### src/rtl/power_cmd_arbiter.sv
`default_nettype none
// ============================================================================
// Module  : power_cmd_arbiter
// Brief   : S0 power/reset sequencer; arbitrates on/off/reset commands from
//           button, AST, LPC and IIC sources and drives the host-up flag.
// Rev     : 1.0  initial release
// ============================================================================
module power_cmd_arbiter #(
    parameter int PCIE_RST_CYC = 40,
    parameter int STEP_CYC     = 4,
    parameter int PG_TIMEOUT   = 1024
) (
    input  logic       clk,
    input  logic       i_rst_n,
    input  logic       i_btn_on,
    input  logic       i_btn_off,
    input  logic       i_btn_rst,
    input  logic       i_ast_on,
    input  logic       i_ast_off,
    input  logic       i_ast_rst,
    input  logic       i_lpc_vld,
    input  logic [7:0] i_lpc_cmd,
    input  logic       i_iic_vld,
    input  logic [7:0] i_iic_cmd,
    input  logic       i_pwr_good,
    output logic       o_pwr_en,
    output logic       o_PCIEReset0_n,
    output logic       o_ipmi_perst_n,
    output logic       o_S0_CPU_DCOK,
    output logic       o_S0_CPUReset_n,
    output logic       o_CPLD_INT,
    output logic       o_busy,
    output logic [3:0] o_ack,
    output logic       o_drop,
    output logic       o_fault
);

    localparam int c_CNT_MAX = (PCIE_RST_CYC > PG_TIMEOUT) ? PCIE_RST_CYC : PG_TIMEOUT;
    localparam int c_CNT_W   = $clog2(c_CNT_MAX + 1);

    localparam logic [c_CNT_W-1:0] c_PCIE_LAST = c_CNT_W'(PCIE_RST_CYC - 1);
    localparam logic [c_CNT_W-1:0] c_STEP_LAST = c_CNT_W'(STEP_CYC - 1);
    localparam logic [c_CNT_W-1:0] c_PG_LAST   = c_CNT_W'(PG_TIMEOUT - 1);
    localparam logic [c_CNT_W-1:0] c_CNT_ONE   = c_CNT_W'(1);

    // Command classes, listed in descending priority
    localparam logic [1:0] c_CLS_OFF  = 2'd0;
    localparam logic [1:0] c_CLS_SRST = 2'd1;
    localparam logic [1:0] c_CLS_MRST = 2'd2;
    localparam logic [1:0] c_CLS_ON   = 2'd3;

    typedef enum logic [2:0] {
        ST_OFF       = 3'd0,
        ST_PWR_UP    = 3'd1,
        ST_RST_HOLD  = 3'd2,
        ST_DCOK_WAIT = 3'd3,
        ST_CRST_WAIT = 3'd4,
        ST_ON        = 3'd5
    } state_t;

    state_t             r_state;
    state_t             w_state_nxt;
    logic [c_CNT_W-1:0] r_cnt;
    logic [c_CNT_W-1:0] w_cnt_nxt;

    logic r_pwr_en, r_pcie, r_dcok, r_cpurst, r_int, r_fault, r_pending_off;
    logic w_pwr_en_nxt, w_pcie_nxt, w_dcok_nxt, w_cpurst_nxt, w_int_nxt;
    logic w_fault_nxt, w_pending_nxt;

    logic [3:0]      w_lpc_cls;
    logic [3:0]      w_iic_cls;
    logic [3:0][3:0] w_req;       // [class][source], source 0=btn 1=ast 2=lpc 3=iic
    logic [3:0][3:0] w_granted;
    logic [3:0]      w_allow;
    logic            w_grant_vld;
    logic [3:0]      w_grant_src;
    logic [1:0]      w_grant_cls;
    logic            w_up;
    logic            w_emerg;

    function automatic logic [3:0] decode_cmd(input logic vld, input logic [7:0] code);
        logic [3:0] cls;
        cls = 4'b0000;
        if (vld) begin
            case (code)
                8'hF0:   cls = 4'b0001;
                8'hC3:   cls = 4'b0010;
                8'hEE:   cls = 4'b0100;
                8'h0F:   cls = 4'b1000;
                default: cls = 4'b0000;
            endcase
        end
        return cls;
    endfunction

    always_comb begin
        w_lpc_cls = decode_cmd(i_lpc_vld, i_lpc_cmd);
        w_iic_cls = decode_cmd(i_iic_vld, i_iic_cmd);
        w_req     = '0;
        if (i_rst_n) begin
            w_req[c_CLS_OFF]  = {w_iic_cls[0], w_lpc_cls[0], i_ast_off, i_btn_off};
            w_req[c_CLS_SRST] = {w_iic_cls[1], w_lpc_cls[1], i_ast_rst, i_btn_rst};
            w_req[c_CLS_MRST] = {w_iic_cls[2], w_lpc_cls[2], 1'b0, 1'b0};
            w_req[c_CLS_ON]   = {w_iic_cls[3], w_lpc_cls[3], i_ast_on, i_btn_on};
        end
    end

    // Rails are expected good from reset-hold onward; losing them there is fatal
    assign w_up    = (r_state == ST_RST_HOLD) || (r_state == ST_DCOK_WAIT) ||
                     (r_state == ST_CRST_WAIT) || (r_state == ST_ON);
    assign w_emerg = w_up && !i_pwr_good;

    always_comb begin
        w_allow = 4'b0000;
        case (r_state)
            ST_OFF:
                w_allow = 4'b1000;
            ST_PWR_UP, ST_RST_HOLD, ST_DCOK_WAIT, ST_CRST_WAIT:
                w_allow = w_emerg ? 4'b0000 : 4'b0001;
            ST_ON:
                w_allow = (w_emerg || r_pending_off) ? 4'b0000 : 4'b0111;
            default:
                w_allow = 4'b0000;
        endcase
    end

    always_comb begin
        w_grant_vld = 1'b0;
        w_grant_src = 4'b0000;
        w_grant_cls = 2'd0;
        for (int c = 0; c < 4; c++) begin
            for (int s = 0; s < 4; s++) begin
                if (!w_grant_vld && w_allow[c] && w_req[c][s]) begin
                    w_grant_vld    = 1'b1;
                    w_grant_src[s] = 1'b1;
                    w_grant_cls    = 2'(c);
                end
            end
        end
    end

    always_comb begin
        w_granted = '0;
        if (w_grant_vld) begin
            w_granted[w_grant_cls] = w_grant_src;
        end
    end

    always_comb begin
        w_state_nxt   = r_state;
        w_cnt_nxt     = r_cnt + c_CNT_ONE;
        w_pwr_en_nxt  = r_pwr_en;
        w_pcie_nxt    = r_pcie;
        w_dcok_nxt    = r_dcok;
        w_cpurst_nxt  = r_cpurst;
        w_int_nxt     = r_int;
        w_fault_nxt   = r_fault;
        w_pending_nxt = r_pending_off;

        case (r_state)
            ST_OFF: begin
                w_cnt_nxt = '0;
                if (w_grant_vld) begin
                    w_state_nxt  = ST_PWR_UP;
                    w_pwr_en_nxt = 1'b1;
                    w_fault_nxt  = 1'b0;
                end
            end
            ST_PWR_UP: begin
                if (w_grant_vld) begin
                    w_pending_nxt = 1'b1;
                end
                if (i_pwr_good) begin
                    w_state_nxt = ST_RST_HOLD;
                    w_cnt_nxt   = '0;
                end else if (r_cnt == c_PG_LAST) begin
                    w_state_nxt   = ST_OFF;
                    w_cnt_nxt     = '0;
                    w_pwr_en_nxt  = 1'b0;
                    w_fault_nxt   = 1'b1;
                    w_pending_nxt = 1'b0;
                end
            end
            ST_RST_HOLD: begin
                if (w_grant_vld) begin
                    w_pending_nxt = 1'b1;
                end
                if (r_cnt == c_PCIE_LAST) begin
                    w_state_nxt = ST_DCOK_WAIT;
                    w_cnt_nxt   = '0;
                    w_pcie_nxt  = 1'b1;
                end
            end
            ST_DCOK_WAIT: begin
                if (w_grant_vld) begin
                    w_pending_nxt = 1'b1;
                end
                if (r_cnt == c_STEP_LAST) begin
                    w_state_nxt = ST_CRST_WAIT;
                    w_cnt_nxt   = '0;
                    w_dcok_nxt  = 1'b1;
                end
            end
            ST_CRST_WAIT: begin
                if (w_grant_vld) begin
                    w_pending_nxt = 1'b1;
                end
                if (r_cnt == c_STEP_LAST) begin
                    w_state_nxt  = ST_ON;
                    w_cnt_nxt    = '0;
                    w_cpurst_nxt = 1'b1;
                    // A queued off keeps the host-up flag from ever asserting
                    w_int_nxt    = !w_pending_nxt;
                end
            end
            ST_ON: begin
                w_cnt_nxt = '0;
                if (r_pending_off || (w_grant_vld && (w_grant_cls == c_CLS_OFF))) begin
                    w_state_nxt   = ST_OFF;
                    w_pwr_en_nxt  = 1'b0;
                    w_pcie_nxt    = 1'b0;
                    w_dcok_nxt    = 1'b0;
                    w_cpurst_nxt  = 1'b0;
                    w_int_nxt     = 1'b0;
                    w_pending_nxt = 1'b0;
                end else if (w_grant_vld && (w_grant_cls == c_CLS_SRST)) begin
                    w_state_nxt  = ST_RST_HOLD;
                    w_pcie_nxt   = 1'b0;
                    w_dcok_nxt   = 1'b0;
                    w_cpurst_nxt = 1'b0;
                    w_int_nxt    = 1'b0;
                end else if (w_grant_vld && (w_grant_cls == c_CLS_MRST)) begin
                    w_state_nxt  = ST_DCOK_WAIT;
                    w_dcok_nxt   = 1'b0;
                    w_cpurst_nxt = 1'b0;
                    w_int_nxt    = 1'b0;
                end
            end
            default: begin
                w_state_nxt = ST_OFF;
                w_cnt_nxt   = '0;
            end
        endcase

        if (w_emerg) begin
            w_state_nxt   = ST_OFF;
            w_cnt_nxt     = '0;
            w_pwr_en_nxt  = 1'b0;
            w_pcie_nxt    = 1'b0;
            w_dcok_nxt    = 1'b0;
            w_cpurst_nxt  = 1'b0;
            w_int_nxt     = 1'b0;
            w_fault_nxt   = 1'b1;
            w_pending_nxt = 1'b0;
        end
    end

    always_ff @(posedge clk) begin
        if (!i_rst_n) begin
            r_state       <= ST_OFF;
            r_cnt         <= '0;
            r_pwr_en      <= 1'b0;
            r_pcie        <= 1'b0;
            r_dcok        <= 1'b0;
            r_cpurst      <= 1'b0;
            r_int         <= 1'b0;
            r_fault       <= 1'b0;
            r_pending_off <= 1'b0;
        end else begin
            r_state       <= w_state_nxt;
            r_cnt         <= w_cnt_nxt;
            r_pwr_en      <= w_pwr_en_nxt;
            r_pcie        <= w_pcie_nxt;
            r_dcok        <= w_dcok_nxt;
            r_cpurst      <= w_cpurst_nxt;
            r_int         <= w_int_nxt;
            r_fault       <= w_fault_nxt;
            r_pending_off <= w_pending_nxt;
        end
    end

    assign o_pwr_en        = r_pwr_en;
    assign o_PCIEReset0_n  = r_pcie;
    assign o_ipmi_perst_n  = r_pcie;
    assign o_S0_CPU_DCOK   = r_dcok;
    assign o_S0_CPUReset_n = r_cpurst;
    // Host-up drops in the very cycle a leave-ON command is accepted
    assign o_CPLD_INT      = r_int && !((r_state == ST_ON) && w_grant_vld);
    assign o_busy          = (r_state != ST_OFF) && (r_state != ST_ON);
    assign o_ack           = w_grant_vld ? w_grant_src : 4'b0000;
    assign o_drop          = |(w_req & ~w_granted);
    assign o_fault         = r_fault;

endmodule
`default_nettype wire

### config.mk
export PLATFORM = sky130hd
export DESIGN_NAME = power_cmd_arbiter
export DESIGN_NICKNAME = d
export VERILOG_FILES = /design/src/rtl/power_cmd_arbiter.sv
export SDC_FILE = /design/constraint.sdc
export NUM_CORES = 1
export LEC_CHECK = 0
export ABC_AREA = 1
export BUFFER_PORTS_ARGS = -buffer_cell sky130_fd_sc_hd__buf_2
export CAP_MARGIN = 20
export CORE_MARGIN = 2
export CORE_UTILIZATION = 35
export CTS_BUF_LIST = sky130_fd_sc_hd__clkbuf_4
export CTS_CLUSTER_DIAMETER = 50
export CTS_CLUSTER_SIZE = 12
export DETAILED_ROUTE_END_ITERATION = 6
export SLEW_MARGIN = 0
export SYNTH_ARGS = -nofsm -noshare
export SYNTH_HDL_FRONTEND = slang
export SYNTH_SLANG_ARGS = --single-unit
### constraint.sdc
create_clock -name clk -period 3.5 [get_ports clk]
set_input_delay 0.35 -clock clk [delete_from_list [all_inputs] [get_ports clk]]
set_output_delay 0.35 -clock clk [all_outputs]
set_load 0.02 [all_outputs]
==> flow_summary.rst <==
.. list-table::
   :header-rows: 1

   * - Metric
     - Value
   * - Worst Setup End Kind
     - output pin
   * - Number of synthesized register bits
     - 21
   * - Post-layout instance area
     - 2290 µm²
   * - Max-slew violation count
     - 0
   * - EDFF count, synth
     - 0
   * - Post-route fraction of the period consumed by the critical path
     - 0.9312
   * - Insertion delay of the later-clocked pin in the worst-skew pair
     - 0.31 ns
   * - Worst relative slew slack
     - 0.5343
   * - Clock tree root buffer cell
     - clkbuf_4
   * - Final number of hold-violating endpoints
     - 0
   * - Crit Path Max Fanout
     - 7
   * - Number of levels the H-tree was split into
     - 1
   * - Number of cells on the critical path
     - 17
   * - Worst Skew
     - 0.01782 ns
   * - Num CTS Buffers
     - 3
   * - Synth top area share
     - 0.2199
   * - Maximum count of clock buffers along a single path
     - 2
   * - Violation count after the first detailed-routing iteration
     - 146
   * - Maximum number of pins on one net before global-route repair
     - 12
   * - Overall via count from detail_route
     - 2,070
   * - CP Cell Sequence
     - inv_2 -> ha_4 -> nor2_4 -> nor2_2 -> o211ai_2 -> nand4_4 -> nor2_8 -> o31ai_2 -> o211ai_2 -> nand3_2 -> nor2_4 -> nand2_1 -> nand2_1 -> nand3_1 -> nor3_1 -> nand4_1 -> buf_2
   * - Core area
     - 5205 µm²
   * - Netlist cell types
     - 40
   * - Most numerous cell types in the synthesized netlist
     - inv_1, nand2_1, nor2_1
   * - Initial core utilization
     - 0.3673
   * - Netlist Area Pre-Place
     - 1912 µm²
   * - Final setup violation count
     - 0
   * - Total Die Area
     - 6069 µm²
   * - DRC violation count after routing
     - 0
   * - Most instantiated flip-flop cell in the synthesis netlist
     - dfxtp_1
   * - Clock period minus final worst setup slack
     - 3.259 ns
   * - Max-capacitance violation count
     - 0
   * - Unrepaired setup endpoints after global routing
     - no
   * - WL final
     - 4822 µm
   * - Fraction of the yosys area taken by sequential cells
     - 0.2199
   * - Total inserted antenna cells
     - 0
   * - Wirelength per Cell
     - 11.45 µm
   * - Overflow left after global routing
     - 0
   * - Layout fillers
     - 591
   * - Largest stage delay, worst path
     - 0.41 ns
   * - I/O pin count
     - 40
   * - Router iterations before antenna repair
     - 4
   * - # clock sinks
     - 21
   * - Via count of the first global-routing pass
     - 1,795
   * - Antenna violations before repair
     - 0
   * - Maximum clock frequency
     - 306.8 MHz
   * - Type of the worst setup path
     - flop to output pin
   * - Measured slew at the worst slew-check pin
     - 0.6896 ns
   * - Data arrival time of the critical path
     - 2.91 ns
   * - Post-Place Cell Area
     - 2187 µm²
   * - All-layer global routing usage
     - 0.1622
   * - Final net count
     - 383
   * - Y dimension of the die
     - 77.91 µm
   * - Path type of the worst min-delay path
     - input pin to flop
   * - Share of cells above drive strength 1
     - 0.2450
   * - Final estimated routing congestion in global placement
     - 0.9672
   * - TritonCTS clock tree
     - done
   * - Count of cells along the worst register-to-register path
     - 15
   * - Flip-flop count of the largest register after layout
     - 11
   * - Number of instances in the synthesized netlist
     - 305
   * - Required time at the worst-slack endpoint
     - 3.15 ns
   * - Largest registers
     - r_cnt: 11 flops, r_state: 3 flops
   * - Detail Route Antenna Nets
     - 0
   * - Cell taking the most area after synthesis
     - dfxtp_1
   * - Drt via density
     - 4.917
   * - Fraction of registers with async set/reset
     - 0
   * - First-pass GRT wire length
     - 8176 µm
   * - Status
     - complete, no violations
   * - Critical path's top delay family
     - simple AND/OR/NAND/NOR gates
   * - Count of buffer and inverter cells on the critical path
     - 2
   * - Top cells by area in the synthesized netlist
     - dfxtp_1, inv_1, nand2_1, nor2_1, nand3_1
   * - Synth Warn #
     - 0
   * - Number of cells on the worst hold path
     - 3
   * - Leakage power total
     - 1.081 nW
   * - Layout Area Growth over Synthesis
     - 19.76%
   * - Crit start category
     - flop
   * - Critical path's slowest cell
     - dfxtp_4
   * - Net count of the mapped netlist
     - 336
   * - Syn avg cell area
     - 6.268 µm²
   * - Standard-cell rows
     - 26
   * - Register bank with the most flops
     - r_cnt
   * - Post-CTS clock slew at the launch and capture registers of the worst setup and hold paths
     - 0.13 ns
   * - Peak supply drop
     - 200.1 µV
   * - Aggregate negative setup slack
     - 0 ns
   * - Estimated wirelength of the detail-placed design
     - 3883 µm
   * - DIE WIDTH
     - 77.91 µm
   * - P per Cell Area
     - 469.1 nW/µm²
   * - Cell with the most instances after synthesis
     - inv_1
   * - Buffers added on ports
     - 39
[tightest hold or removal path: stages]
cell,delay [ns]
buf_2,0.17
inv_1,0.11
nor2_1,0.05
[cell families (layout without fill, tap and decap cells)]
kind of cell / after synthesis / in the layout / share of synthesized area
AND/OR/NAND/NOR: 175 / 175 / 0.4620
buffers and inverters: 59 / 105 / 0.1198
AO/OA/AOI/OAI: 42 / 42 / 0.1538
flip-flops: 21 / 21 / 0.2199
adder cells (fa/ha/maj): 4 / 4 / 0.02618
XOR/XNOR: 4 / 4 / 0.01833
[area by class of cell]
class | instances | area (µm²) | share of cell area
clock buffers | 4 | 30.03 | 0.01311
inverters | 57 | 214.0 | 0.09344
multi-input cells | 225 | 1297 | 0.5667
flip-flops and latches | 21 | 427.9 | 0.1869
well taps | 70 | 87.58 | 0.03825
repair buffers | 44 | 232.7 | 0.1016
[power by group]
group	switching (mW)	leakage, nW	total, mW	internal, mW
Sequential	0.0291	0.172	0.303	0.273
Clock	0.0745	0.0184	0.127	0.0522
Combinational	0.428	0.891	0.645	0.216
Total	0.532	1.08	1.07	0.542
[worst paths after layout]
| path | from | end | slack (ns) |
|---|---|---|---|
| hold / removal | i_rst_n | o_fault$_SDFFE_PN0P_ | 0.40 |
| setup / recovery | r_state[1]$_SDFFE_PP0P_ | o_drop | 0.24 |
| hold reg to reg | o_S0_CPU_DCOK$_SDFFE_PP0P_ | o_S0_CPU_DCOK$_SDFFE_PP0P_ | 0.47 |
| setup reg to reg | r_state[1]$_SDFFE_PP0P_ | r_int$_SDFFE_PP0P_ | 0.84 |
[cell usage in the layout, fill, tap and decap left out, types with 3 or more instances in the layout]
cell and count:
inv_1 54, nand2_1 53, nor2_1 48, buf_2 39, nand3_1 23, dfxtp_1 19
a21oi_1 15, nor3_1 12, nand4_1 11, nor2_4 5, buf_4 5, nand2_2 4
nand3_2 4, o21ai_0 4, clkbuf_4 4, inv_2 3, a21oi_2 3, o211ai_2 3
o211ai_1 3, xor2_1 3, ha_1 3
[layer usage]
layer  global-route usage  routed length, µm
met1               0.2431               2522
met2               0.2345               1973
met3              0.04535                263
met4              0.02281                 63
met5                    0                  0
[metrics by stage]
stage                     total power, mW  setup slack, ns  hold slack, ns  std cells    util
after CTS                           1.044          0.02424          0.3922        417  0.4274
after detailed placement           0.9088           0.2540          0.4551        413  0.4202
after global routing                1.171         0.002999          0.4067        421  0.4399
after global placement             0.9075           0.3952          0.4480        413  0.4202
final                               1.074           0.2410          0.3999        421  0.4399
after floorplan                    0.7685           0.5863          0.4411        305       -
[what timing repair did]
| item | 4_1_cts | 5_1_grt |
|---|---|---|
| hold buffers | 0 | 0 |
| endpoints found under the setup margin | 3 | 3 |
| setup buffers | 0 | 4 |
| gates resized for setup | 3 | 6 |
| pin swaps | 0 | 5 |
No activity file was read; power rests on OpenSTA's default activity.
